===== src/rtl/game_loop_seq.sv =====
// Game-loop sequencer: walks a generated piece bag, spawns pieces, arbitrates moves vs gravity, commands locks.
// Optional lock delay enabled by defining GL_LOCK_DELAY_EN.
module game_loop_seq #(
  parameter int BAG_SIZE   = 7,
  parameter int INDEX_W    = 3,
  parameter int LOCK_TICKS = 2,
  parameter int CNT_W      = 16
) (
  input  logic               clk,
  input  logic               iReset,
  input  logic               iEn,
  input  logic               iMoveRight,
  input  logic               iMoveLeft,
  input  logic               iMoveDown,
  input  logic               iRotate,
  input  logic               iGravityTick,
  input  logic               iLanded,
  input  logic               iPieceBlockOverlap,
  input  logic               iGenDone,
  input  logic               iUpdateDone,
  output logic               oGeneratePieceOrder,
  output logic               oResetPiecePosition,
  output logic               oUpdatePiece,
  output logic               oGravityDrop,
  output logic               oLockPiece,
  output logic [INDEX_W-1:0] oIndex,
  output logic [CNT_W-1:0]   oPiecesPlaced,
  output logic               oGameOver
);

  typedef enum logic [2:0] {GEN, SPAWN, CHECK, UPDATE, IDLE, LOCK, ADVANCE, OVER} state_t;

  state_t state, state_nxt;
  logic   move_req, lock_go, bag_end, act;

  assign move_req = iMoveRight | iMoveLeft | iMoveDown | iRotate;
  assign bag_end  = (oIndex == INDEX_W'(BAG_SIZE - 1));
  // Request outputs are suppressed while frozen or held in reset.
  assign act      = iEn & ~iReset;

`ifdef GL_LOCK_DELAY_EN
  localparam int LOCK_W = (LOCK_TICKS > 1) ? $clog2(LOCK_TICKS) : 1;
  logic [LOCK_W-1:0] lock_cnt;

  assign lock_go = (lock_cnt == LOCK_W'(LOCK_TICKS - 1));

  always_ff @(posedge clk) begin
    if (iReset)
      lock_cnt <= '0;
    else if (iEn) begin
      if (state == ADVANCE)
        lock_cnt <= '0;
      else if (state == IDLE) begin
        if (move_req || !iLanded)
          lock_cnt <= '0;
        else if (iGravityTick && !lock_go)
          lock_cnt <= lock_cnt + 1'b1;
      end
    end
  end
`else
  // Without a delay the first landed tick locks (LOCK_TICKS >= 1 always holds).
  assign lock_go = (LOCK_TICKS > 0);
`endif

  always_ff @(posedge clk) begin
    if (iReset)
      state <= GEN;
    else if (iEn)
      state <= state_nxt;
  end

  always_comb begin
    state_nxt = state;
    case (state)
      GEN:     if (iGenDone) state_nxt = SPAWN;
      SPAWN:   state_nxt = CHECK;
      CHECK:   state_nxt = iPieceBlockOverlap ? OVER : UPDATE;
      UPDATE:  if (iUpdateDone) state_nxt = IDLE;
      IDLE: begin
        if (move_req)
          state_nxt = UPDATE;
        else if (iGravityTick && !iLanded)
          state_nxt = UPDATE;
        else if (iGravityTick && iLanded && lock_go)
          state_nxt = LOCK;
      end
      LOCK:    if (iUpdateDone) state_nxt = ADVANCE;
      ADVANCE: state_nxt = bag_end ? GEN : SPAWN;
      OVER:    state_nxt = OVER;
      default: state_nxt = GEN;
    endcase
  end

  always_ff @(posedge clk) begin
    if (iReset) begin
      oIndex        <= '0;
      oPiecesPlaced <= '0;
    end else if (iEn && state == ADVANCE) begin
      oPiecesPlaced <= oPiecesPlaced + 1'b1;
      oIndex        <= bag_end ? '0 : oIndex + 1'b1;
    end
  end

  always_comb begin
    oGeneratePieceOrder = 1'b0;
    oResetPiecePosition = 1'b0;
    oUpdatePiece        = 1'b0;
    oLockPiece          = 1'b0;
    oGravityDrop        = 1'b0;
    if (act) begin
      case (state)
        GEN:    oGeneratePieceOrder = 1'b1;
        SPAWN:  oResetPiecePosition = 1'b1;
        UPDATE: oUpdatePiece        = 1'b1;
        LOCK:   oLockPiece          = 1'b1;
        IDLE:   oGravityDrop        = ~move_req & iGravityTick & ~iLanded;
        default: ;
      endcase
    end
  end

  assign oGameOver = (state == OVER);

endmodule


===== config.mk =====
export PLATFORM = sky130hd
export DESIGN_NAME = game_loop_seq
export DESIGN_NICKNAME = d
export VERILOG_FILES = /design/src/rtl/game_loop_seq.sv
export SDC_FILE = /design/constraint.sdc
export NUM_CORES = 1
export LEC_CHECK = 0
export ABC_AREA = 1
export BUFFER_PORTS_ARGS = -buffer_cell sky130_fd_sc_hd__buf_2
export CAP_MARGIN = 30
export CORE_MARGIN = 2
export CORE_UTILIZATION = 51
export DETAILED_ROUTE_END_ITERATION = 6
export GPL_TIMING_DRIVEN = 1
export PLACE_DENSITY_LB_ADDON = 0.3
export REMOVE_ABC_BUFFERS = 1
export SETUP_SLACK_MARGIN = 0.1
export SYNTH_ARGS = -nofsm -noshare
export SYNTH_HDL_FRONTEND = slang
export SYNTH_SLANG_ARGS = --single-unit

===== constraint.sdc =====
create_clock -name clk -period 1.76 [get_ports clk]
set_clock_uncertainty 0.05 [all_clocks]
set_input_delay 0.528 -clock clk [delete_from_list [all_inputs] [get_ports clk]]
set_output_delay 0.528 -clock clk [all_outputs]
set_load 0.01 [all_outputs]

==> out/qor.yml, run 1 <==
setup_path:
  cp-end-kind: "primary output"
  cp_num_cells: 6
  r2r_start: "state[2]"
  cp_max_fo: 2
  r2r_cells: 10
  start_kind: "primary input"
  required_ns: 1.18
  crit_slowest_cell: "and2_4"
  critPathBufInv: 2
  path_class: "in2out"
  r2r_slack_ns: 0.22
  reg2reg_to: "oPiecesPlaced[14]"
  cp_common_cell: "buf_2"
  slowest_delay_ns: 0.16
  crit_path_cell_trace: "buf_2 -> nor2_4 -> and2_4 -> nand2_2 -> nor3_2 -> buf_2"
  critical_path.top_delay_family: "simple AND/OR/NAND/NOR gates"
  crit_arrival_ns: 1.16
synthesis:
  synthSimpleGateAreaFrac: 0.4492
  synthMuxAreaShare: 0
  yosys.area_share.adder: 0.009872
  syn_inst: 201
  ys_seq_area_frac: 0.3475
  yosysTopAreaCell: "dfxtp_1"
  synth_top_family_by_area: "simple AND/OR/NAND/NOR gates"
  synth_compound_area_frac: 0.08490
  yosys_warnings: 0
  synth.top_cell.area_share: 0.3475
  syn_avg_cell_area_um2: 6.306
  synth_xor_area_frac: 0.006910
  yosysUniqueCellTypes: 26
  synth_area_leaders: "dfxtp_1 (35%), nand2_1 (15%), nor2_1 (10%), inv_1 (8.0%), a21oi_1 (4.7%)"
  syn_area_um2: 1267
  synth-seq-cells: 22
routing:
  dr_total_vias: 1498
  drtIter0Drc: 26
  drtPass1Iterations: 4
  totalWireLength_um: 3468
  via_per_inst: 5.113
  wl_per_cell_um: 11.84
  ant_nets: 0
  route.detailed.drc: 0
sta:
  fin_crit_ns: 1.741
  slew_violations: 0
  hold_slack_ns: 0.4520
  finalSetupTns_ns: 0
  worst_slew_pin_slew_ns: 0.3364
  rsz0062_at_grt: "yes"
  setup_viol: 0
  max_slew_margin: 0.7734
  fmax_mhz: 574.2
  hold_viol: 0
  finalCritPeriodShare: 0.9895
cts:
  cts_root_buf: "clkbuf_4"
  cts_sinks: 22
  clk_pin_slew_ns: 0.12
  numCtsBuffers: 3
  clk_latency_ns: 0.30
  cts_buffer_depth: 2
  cts_tree: "done"
  holdBufCountCts: 0
  cts_htree_levels: 1
placement:
  port_buffers: 36
  placed_cells_incl_taps: 273
  dp_hpwl_um: 2200
  place_congestion: 0.8422
floorplanning:
  dieWidth_um: 53.85
  initial_core_util: 0.5260
  die_area_um2: 2900
  core_area_um2: 2410
  pin_count: 37
  rows: 18
  die_h_um: 53.85
final_layout:
  drive_above_1_share: 0.3878
  syn_to_final_growth_pct: 44.92
  final_cell_mix: "nand2_1 (46), buf_2 (32), nor2_1 (30)"
  finalNonFillerCells: 293
  n_antenna_cell: 0
  final_common_cell: "nand2_1"
  layout.nets: 277
global_routing:
  grt_use_met2: 0.4736
  antenna_found_initial: 0
  grt_first_pass_wirelength_um: 5319
  grt_max_degree: 13
  track_usage: 0.2440
  top_usage_layer: "met2"
  gr-usage-met3: 0.03056
  use_met1: 0.2828
  grt-ovfl-total: 0
  grt_pass1_vias: 1324
job:
  cap_violations: 0
hold_path:
  hold_path_depth: 2
  hold_class: "reg2reg"
  worstHoldStart: "oIndex[2]"
  hold_end: "oIndex[2]"
power_and_ir_drop:
  p_per_area_nw_per_um2: 514.7
  power.static_leakage_nw: 0.8308
  ir_drop_uv: 600.7
run_status:
  status: "completed"
-- worst register-to-register path, delay by kind of cell, from the launching register on --
family,cells,cell delay [ns]
simple gates,8,0.76
flops,1,0.42
buf+inv,2,0.25
-- state kept, by name, indices dropped and copies added, names as in the netlist --
| register | count |
|---|---|
| oPiecesPlaced | 16 |
| oIndex | 3 |
| state | 3 |
-- synth_stat cells (all sizes together) --
master and n:
nand2 52, dfxtp 22, inv 28, clkbuf 2, nand3b 2, nor2 40, nand3 12, xnor2 1
o21ai 8, a211oi 1, ha 1, buf 2, and2 1, nand4 5, nor3 11, nor3b 1
a21oi 12
-- metal layers --
layer / routed length, µm / vias to the layer above / part of all wire
li1: - / 768 / -
met1: 1485 / 679 / 0.43
met2: 1805 / 46 / 0.52
met3: 152 / 5 / 0.044
met4: 24 / 0 / 0.0069
met5: 0 / - / 0
-- per-stage QoR --
stage	setup slack (ns)	instance area, µm²	util	total power [mW]
floorplan	0.1033	1244	-	0.5736
global placement	-0.01875	1536	0.6376	0.6159
detailed placement	-0.04982	1536	0.6376	0.6172
CTS	-0.03413	1769	0.7342	0.9273
global route	-0.06117	1837	0.7622	0.9848
finish	0.01856	1837	0.7622	0.9453
-- power by group --
part / internal (mW) / switching [mW] / leakage (nW) / total, mW
clock: 0.126 / 0.148 / 0.0210 / 0.275
combinational: 0.0768 / 0.0871 / 0.629 / 0.164
sequential: 0.501 / 0.00542 / 0.180 / 0.507
total: 0.704 / 0.241 / 0.831 / 0.945
-- area by class of cell --
cell class | count | area, µm²
well taps | 30 | 37.54
clock buffers | 4 | 36.28
multi-input cells | 147 | 793.3
flip-flops and latches | 22 | 451.7
repair buffers | 62 | 407.9
fillers | 187 | 573.1
inverters | 28 | 110.1
-- worst max path at each step --
stage,startpoint,end,slack (ns)
global route,state[2],oGeneratePieceOrder,-0.06
CTS,iMoveRight,oGravityDrop,-0.03
finish,iMoveLeft,oGravityDrop,0.02
floorplan,iMoveDown,oGravityDrop,0.10
global placement,iMoveLeft,oGravityDrop,-0.02
detailed placement,iMoveLeft,oGravityDrop,-0.05
-- cells by family after synthesis --
kind of cell | after synthesis
AO/OA/AOI/OAI | 21
XOR/XNOR | 1
adder cells (fa/ha/maj) | 1
buffers and inverters | 32
flip-flops | 22
AND/OR/NAND/NOR | 124
-- timing repair --
| action | CTS | global route |
|---|---|---|
| setup endpoints to repair | 6 | 13 |
| pin swaps | 10 | 3 |
| resized for setup | 29 | 13 |
| buffers inserted | 14 | 2 |
No activity file was read; power rests on OpenSTA's default activity.
==> run 2, diff against run 1 <==
- ABC_AREA: 1 -> 0
- CORE_UTILIZATION: 51 -> 50
==> run 2 against run 1 <==
Critical path type unchanged. The run now ends with setup timing left. Critical path depth down 2. Count of clock-buffer cells in the layout down 1. Largest cell class unchanged. Routed wire length up 22%. Global-route usage up 5.8 points. Synthesized cell count down 26%. Utilization up 8.3 points. Clock power up 48%. Cell area up 2.7%. Die area down 3.5%. Sequential cell count unchanged. Synthesized area down 5.6%. Highest routed layer unchanged. Cell count down 17%.
==> out/qor.yml, run 2 <==
run_status:
  status: "complete, but fails checks"
  violations: "setup timing"
placement:
  place_area_um2: 1523  # -0.90%
  place_congestion: 0.8532  # +1.3%
  dp_hpwl_um: 2170  # -1.3%
  place_ws_ns: -0.3852  # -0.3354 ns
  port_buffers: 36  # unchanged
  placed_cells_incl_taps: 224  # -18%
job:
  cap_violations: 0  # unchanged
cts:
  clk_pin_slew_ns: 0.14  # +0.02 ns
  numCtsBuffers: 3  # unchanged
  cts_root_buf: "clkbuf_4"
  cts_tree: "done"
  cts_sinks: 22  # unchanged
  cts_htree_levels: 1  # unchanged
  holdBufCountCts: 0  # unchanged
  clk_latency_ns: 0.32  # +0.02 ns
  cts_buffer_depth: 2  # unchanged
setup_path:
  crit_path_cell_trace: "buf_6 -> or4_4 -> nor4_4 -> buf_2"
  r2r_slack_ns: 0.03  # -0.19 ns
  crit_arrival_ns: 1.48  # +0.32 ns
  r2r_start: "oPiecesPlaced[4]"
  cp_max_fo: 2  # unchanged
  required_ns: 1.18  # about the same
  crit_slowest_cell: "or4_4"
  cp-end-kind: "primary output"
  crit_path_start: "iRotate"
  slowest_delay_ns: 0.55  # +0.39 ns
  start_kind: "primary input"
  r2r_cells: 6  # -4
  path_class: "in2out"
  reg2reg_to: "oPiecesPlaced[12]"
routing:
  wl_per_cell_um: 17.39  # +47%
  ant_nets: 0  # unchanged
  route.detailed.drc: 0  # unchanged
  dr_total_vias: 1421  # -5.1%
  drtPass1Iterations: 5  # +1
  via_per_inst: 5.824  # +14%
  drtIter0Drc: 50  # +92%
  totalWireLength_um: 4243  # +22%
final_layout:
  drive_above_1_share: 0.5046  # +0.1168
  num-fill-cells: 129  # -31%
  final_cell_mix: "buf_2 (33), buf_4 (27), nor2_1 (15)"
  n_antenna_cell: 0  # unchanged
  largest_reg_flops: 16  # unchanged
  final_common_cell: "buf_2"
  finalNonFillerCells: 244  # -17%
  layout.nets: 230  # -17%
  top_regs: "oPiecesPlaced (16), oIndex (3), state (3)"
  syn_to_final_growth_pct: 57.74
  final_area_um2: 1887  # +2.7%
  top_register: "oPiecesPlaced"
power_and_ir_drop:
  combinationalPowerShare: 0.126  # -0.047
  p_seq_frac: 0.484  # -0.052
  p_per_area_nw_per_um2: 550.9  # +7.0%
  power_frac_clock: 0.391  # +0.101
  ir_drop_uv: 546.6  # -9.0%
  power_switching_mw: 0.2473  # +2.7%
  cell_internal_pwr_mw: 0.7922  # +12%
  power.static_leakage_nw: 0.8077  # -2.8%
  power_switching_share: 0.2379  # -0.01691
synthesis:
  yosys_warnings: 0  # unchanged
  synth_common_cells: "dfxtp_1 (22), nor2_1 (16), nand2_1 (11)"
  syn_area_um2: 1196  # -5.6%
  synth.most_common_cell: "dfxtp_1"
  async_reset_ff_frac: 0  # unchanged
  synth.top_cell.area_share: 0.3682  # +0.02072
  synth_area_leaders: "dfxtp_1 (37%), nor2_1 (5.0%), xnor2_1 (4.4%), a21oi_1 (4.2%), nand2_1 (3.5%)"
  syn_avg_cell_area_um2: 8.028  # +27%
  syn_inst: 149  # -26%
  yosysTopAreaCell: "dfxtp_1"
  synth-seq-cells: 22  # unchanged
  ys_seq_area_frac: 0.3682  # +0.02072
  yosysUniqueCellTypes: 36  # +38%
  synth_edf_count: 0  # unchanged
  synth_ff_type: "dfxtp_1"
floorplanning:
  die_h_um: 52.91  # -1.7%
  initial_core_util: 0.5356  # +0.009613
  pin_count: 37  # unchanged
  dieWidth_um: 52.91  # -1.7%
  die_area_um2: 2799  # -3.5%
  core_area_um2: 2233  # -7.3%
  rows: 17  # -1
sta:
  hold_viol: 0  # unchanged
  fin_crit_ns: 2.059  # +0.3180 ns
  finalCritPeriodShare: 1.170  # +0.1807
  slew_violations: 0  # unchanged
  fin_ws_ns: -0.2994  # -0.3180 ns
  setup_viol: 5  # +5
  fmax_mhz: 485.6  # -15%
  hold_slack_ns: 0.4573  # +0.005283 ns
  max_slew_margin: 0.7591  # -0.01423
  rsz0062_at_grt: "yes"
  worst_slew_pin_slew_ns: 0.3575  # +0.02112 ns
global_routing:
  antenna_found_initial: 0  # unchanged
  grt-ovfl-total: 0  # unchanged
  track_usage: 0.3023  # +0.05828
  grt_max_degree: 27  # +14
  grt_first_pass_wirelength_um: 6106  # +15%
  grt_pass1_vias: 1364  # +3.0%
hold_path:
  hold_path_depth: 2  # unchanged
  worstHoldStart: "oPiecesPlaced[15]"
  hold_class: "reg2reg"
  hold_end: "oPiecesPlaced[15]"
[run 2: cell types whose count changed after synthesis, sizes merged, moves of 4 or more]
cell | previous run | this run
nand2 | 52 | 11
nor2 | 40 | 16
inv | 28 | 6
nand3 | 12 | 5
nand2b | 0 | 6
clkbuf | 2 | 7
nor3 | 11 | 6
xnor2 | 1 | 6
nor2b | 0 | 4
nor4 | 0 | 4
or3 | 0 | 4
or4 | 0 | 4
[run 2: worst max-delay path by stage]
stage	depth (start not counted)	slack, ns	end
2_1_floorplan	2	-0.36	oGravityDrop
4_1_cts	4	-0.27	oGravityDrop
3_5_place_dp	4	-0.39	oGravityDrop
3_3_place_gp	4	-0.36	oGravityDrop
5_1_grt	4	-0.33	oGravityDrop
6_report	4	-0.30	oGravityDrop
[run 2: area by class of cell]
class                           count  area, µm²  area share
Multi-Input combinational cell    113      828.3      0.4390
Timing Repair Buffer               71      491.7      0.2606
Sequential cell                    22      456.7      0.2420
Tap cell                           28      35.03     0.01857
Clock inverter                      1      30.03     0.01592
Clock buffer                        3      22.52     0.01194
Inverter                            6      22.52     0.01194
[run 2: power groups by stage]
stage	Sequential, mW	Clock [mW]	Combinational [mW]
after global placement	0.515	0	0.0824
after detailed placement	0.515	0	0.0844
after CTS	0.503	0.402	0.111
after global routing	0.504	0.428	0.140
after floorplan	0.521	0	0.0338
final	0.503	0.406	0.131
[run 2: logic make-up (layout without fill, tap and decap cells)]
| kind of cell | after synthesis | count (layout) | share of synthesized area |
|---|---|---|---|
| xor gates and xnor gates | 9 | 9 | 0.06590 |
| adders and majority gates | 2 | 2 | 0.01883 |
| and+or+nand+nor | 72 | 72 | 0.3379 |
| AOI/OAI and AO/OA | 27 | 27 | 0.1381 |
| buffers and inverters | 14 | 81 | 0.04498 |
| muxes | 3 | 3 | 0.02615 |
| DFF | 22 | 22 | 0.3682 |
[run 2: through the flow]
step	setup TNS, ns	power [mW]	utilization
floorplan	-0.7905	0.5545	-
global placement	-1.805	0.5977	0.6818
detailed placement	-2.097	0.5998	0.6818
CTS	-0.3221	1.016	0.7849
global route	-0.7755	1.071	0.8448
finish	-0.4841	1.040	0.8448
[run 2: repair_timing]
action                                  4_1_cts  5_1_grt
pin swaps                                    10       16
setup buffers                                 9        8
endpoints found under the setup margin       13       16
resized for setup                            30       21
[run 2: per-layer routing]
layer	up-vias	track usage	wire length, µm
li1	668	-	-
met1	661	0.3280	1631
met2	69	0.5667	2204
met3	23	0.03390	219
met4	0	0.1581	187
met5	-	0	0
[run 2: worst max-delay path: cells and delay by family]
kind / cells / cell delay [ns]
buf+inv: 2 / 0.26
simple gates: 2 / 0.69
==> run 3, diff against run 2 <==
- BUFFER_PORTS_ARGS: -buffer_cell sky130_fd_sc_hd__buf_2 -> -buffer_cell sky130_fd_sc_hd__buf_4
- REMOVE_ABC_BUFFERS: 1 -> default
==> run 3 against run 2 <==
Synthesized cell count unchanged. The run now fails in global routing (5_1_grt). Synthesized area unchanged.
==> out/qor.yml, run 3 <==
synthesis:
  syn_inst: 149  # unchanged
  synth_area_leaders: "dfxtp_1 (37%), nor2_1 (5.0%), xnor2_1 (4.4%), a21oi_1 (4.2%), nand2_1 (3.5%)"
  yosysTopAreaCell: "dfxtp_1"
  syn_nets: 162
  yosys_warnings: 0  # unchanged
  synth.top_cell.area_share: 0.3682  # unchanged
  async_reset_ff_frac: 0  # unchanged
  synth_common_cells: "dfxtp_1 (22), nor2_1 (16), nand2_1 (11)"
  synth_edf_count: 0  # unchanged
  ys_seq_area_frac: 0.3682  # unchanged
  syn_area_um2: 1196  # unchanged
  syn_avg_cell_area_um2: 8.028  # unchanged
  synth.most_common_cell: "dfxtp_1"
  synth_ff_type: "dfxtp_1"
  synth-seq-cells: 22  # unchanged
  yosysUniqueCellTypes: 36  # unchanged
cts:
  cts_htree_levels: 1  # unchanged
  holdBufCountCts: 0  # unchanged
  numCtsBuffers: 3  # unchanged
  cts_buffer_depth: 2  # unchanged
  cts_sinks: 22  # unchanged
  cts_root_buf: "clkbuf_4"
placement:
  place_congestion: 0.7459  # -13%
  port_buffers: 36  # unchanged
  placed_cells_incl_taps: 224  # unchanged
  dp_hpwl_um: 2498  # +15%
sta:
  worst-ep-kind: "top-level output"
  grt_worst_setup_endpoint: "oGravityDrop"
floorplanning:
  dieWidth_um: 52.91  # unchanged
  pin_count: 37  # unchanged
  die_h_um: 52.91  # unchanged
  initial_core_util: 0.5356  # unchanged
  rows: 17  # unchanged
global_routing:
  grt_max_degree: 27
run_status:
  status: "aborted with a tool error"
  tool.error: "[ERROR DPL-0038] Utilization greater than 100%, impossible to legalize"
  lastStage: "global routing (5_1_grt)"
[run 3: cell counts after synthesis]
No cell type changed its count.
[run 3: stage by stage]
step                  util  worst slack, ns  hold WS, ns  instance area [µm²]  TNS (ns)
floorplan                -         -0.09027       0.4502                 1281  -0.09027
global placement    0.7574          -0.2748       0.4180                 1692   -0.9057
detailed placement  0.7574          -0.3123       0.4308                 1692    -1.318
CTS                 0.8908          -0.2875       0.4497                 1989    -1.030
[run 3: logic make-up after synthesis]
family                   synth area share
multiplexers                      0.02615
adder cells (fa/ha/maj)           0.01883
AO/OA/AOI/OAI                      0.1381
XOR/XNOR                          0.06590
AND/OR/NAND/NOR                    0.3379
buffers and inverters             0.04498
flip-flops                         0.3682
[run 3: timing repair]
action	in CTS
endpoints found under the setup margin	12
resized for setup	37
buffers inserted	14
pin swaps	11
==> run 4, diff against run 3 <==
- CORE_AREA: default -> 2 2 63 65
- CORE_MARGIN: 2 -> default
- CORE_UTILIZATION: 50 -> default
- DIE_AREA: default -> 0 0 65 67
- PLACE_DENSITY_LB_ADDON: 0.3 -> 0.15
- SETUP_SLACK_MARGIN: 0.1 -> default
==> run 4 against run 3 <==
The flow now finishes, with violations (setup timing).
==> out/qor.yml, run 4 (synthesized netlist as in run 2, its figures left out) <==
setup_path:
  required_ns: 1.18
  crit_slowest_cell: "or4_4"
  crit_arrival_ns: 1.46
  critPathBufInv: 2
  cp-end-kind: "primary output"
  path_class: "in2out"
  slowest_delay_ns: 0.55
  critical_path.top_delay_family: "simple AND/OR/NAND/NOR gates"
  cp_max_fo: 2
  start_kind: "primary input"
  crit_path_cell_trace: "buf_6 -> or4_4 -> nor4_4 -> buf_4"
cts:
  cts_buffer_depth: 2  # unchanged
  cts_root_buf: "clkbuf_8"
  cts_htree_levels: 1  # unchanged
  clk_latency_ns: 0.26
  cts_tree: "done"
  holdBufCountCts: 0  # unchanged
  cts_sinks: 22  # unchanged
  clk_pin_slew_ns: 0.08
  numCtsBuffers: 3  # unchanged
final_layout:
  syn_to_final_growth_pct: 59.73
  drive_above_1_share: 0.4175
  top_register: "oPiecesPlaced"
  largest_reg_flops: 16
  final_cell_mix: "buf_4 (52), dfxtp_1 (19), nor2_1 (15)"
  seqCellArea_um2: 451.7
  layout.nets: 220
  final_common_cell: "buf_4"
  top_regs: "oPiecesPlaced (16), oIndex (3), state (3)"
  n_antenna_cell: 0
  multi_input_area_um2: 803.3
  num-fill-cells: 334
global_routing:
  grt_first_pass_wirelength_um: 5202
  grt_pass1_vias: 1195
  grt-ovfl-total: 0
  antenna_found_initial: 0
  grt_max_degree: 27
  track_usage: 0.1508
sta:
  rsz0062_at_grt: "yes"
  worst_slew_pin_slew_ns: 0.3003
  hold_viol: 0
  fmax_mhz: 489.9
  fin_crit_ns: 2.041
  finalCritPeriodShare: 1.160
  max_slew_margin: 0.7979
  setup_viol: 5
  fin_ws_ns: -0.2814
  slew_violations: 0
synthesis:
  syn_nets: 162  # unchanged
floorplanning:
  pin_count: 37  # unchanged
  core_area_um2: 3606
  initial_core_util: 0.3317  # -0.2039
  die_area_um2: 4355
  rows: 22  # +5
  die_h_um: 67  # +27%
  dieWidth_um: 65  # +23%
routing:
  ant_nets: 0
  route.detailed.drc: 0
  wl_per_cell_um: 12.95
  totalWireLength_um: 3290
  dr_total_vias: 1262
  drtPass1Iterations: 6
  via_per_inst: 4.969
  drtIter0Drc: 31
placement:
  place_ws_ns: -0.3026  # +0.009772 ns
  port_buffers: 36  # unchanged
  dp_hpwl_um: 2299  # -8.0%
  place_congestion: 0.8026  # +7.6%
run_status:
  status: "complete, but fails checks"
  violations: "setup timing"
power_and_ir_drop:
  ir_drop_uv: 223.9
  power_switching_mw: 0.2263
  combinationalPowerShare: 0.120
  power_mw: 1.101
  power.static_leakage_nw: 0.8169
  power_frac_clock: 0.423
  p_per_area_nw_per_um2: 576.2
  p_seq_frac: 0.456
  cell_internal_pwr_mw: 0.8746
  power_switching_share: 0.2056
hold_path:
  hold_class: "reg2reg"
job:
  cap_violations: 0
## run 4: power groups by stage
stage	Clock, mW	Sequential, mW	Combinational (mW)
3_5_place_dp	0	0.516	0.104
6_report	0.466	0.502	0.133
4_1_cts	0.481	0.505	0.112
2_1_floorplan	0	0.516	0.0537
3_3_place_gp	0	0.516	0.101
5_1_grt	0.507	0.503	0.143
## run 4: area by class of cell
type	instances	area share
sequential	22	0.2364
clock inverter	1	0.01572
multi-input combinational	113	0.4204
inverter	6	0.01179
clock buffer	3	0.02161
timing repair buffer	61	0.2626
tap	48	0.03143
## run 4: per-stage QoR
| stage | cells | instance area [µm²] | util | hold WS [ns] | setup TNS [ns] |
|---|---|---|---|---|---|
| 2_1_floorplan | 149 | 1244 | - | 0.4502 | -0.09027 |
| 3_3_place_gp | 244 | 1679 | 0.4656 | 0.4177 | -1.192 |
| 3_5_place_dp | 244 | 1679 | 0.4656 | 0.4336 | -1.471 |
| 4_1_cts | 248 | 1790 | 0.4965 | 0.4458 | -0.2951 |
| 5_1_grt | 254 | 1911 | 0.5298 | 0.4679 | -0.8633 |
| 6_report | 254 | 1911 | 0.5298 | 0.4396 | -0.7228 |
## run 4: timing repair
item | 4_1_cts | 5_1_grt
setup endpoints to repair | 7 | 10
cloned | 0 | 1
resized for setup | 11 | 20
buffers inserted | 0 | 5
pin swaps | 0 | 8
## run 4: worst paths after layout
check | depth (start not counted) | start | slack [ns] | end
hold reg to reg | 2 | oPiecesPlaced[15] | 0.44 | oPiecesPlaced[15]
hold / removal | 2 | oPiecesPlaced[15] | 0.44 | oPiecesPlaced[15]
setup reg to reg | 4 | oPiecesPlaced[6] | 0.09 | oPiecesPlaced[13]
setup / recovery | 4 | iRotate | -0.28 | oGravityDrop
## run 4: worst reg2reg max path, stage by stage, from the launching register on
cell and delay (ns):
dfxtp_1 0.38, nand4_1 0.24, or2_4 0.34, or4_1 0.46, a21oi_1 0.13
## run 4: metal layers
| metal | global-route usage | wire (µm) |
|---|---|---|
| met5 | 0 | 0 |
| met4 | 0.04787 | 23 |
| met3 | 0.02703 | 152 |
| met2 | 0.2668 | 1660 |
| met1 | 0.1846 | 1454 |
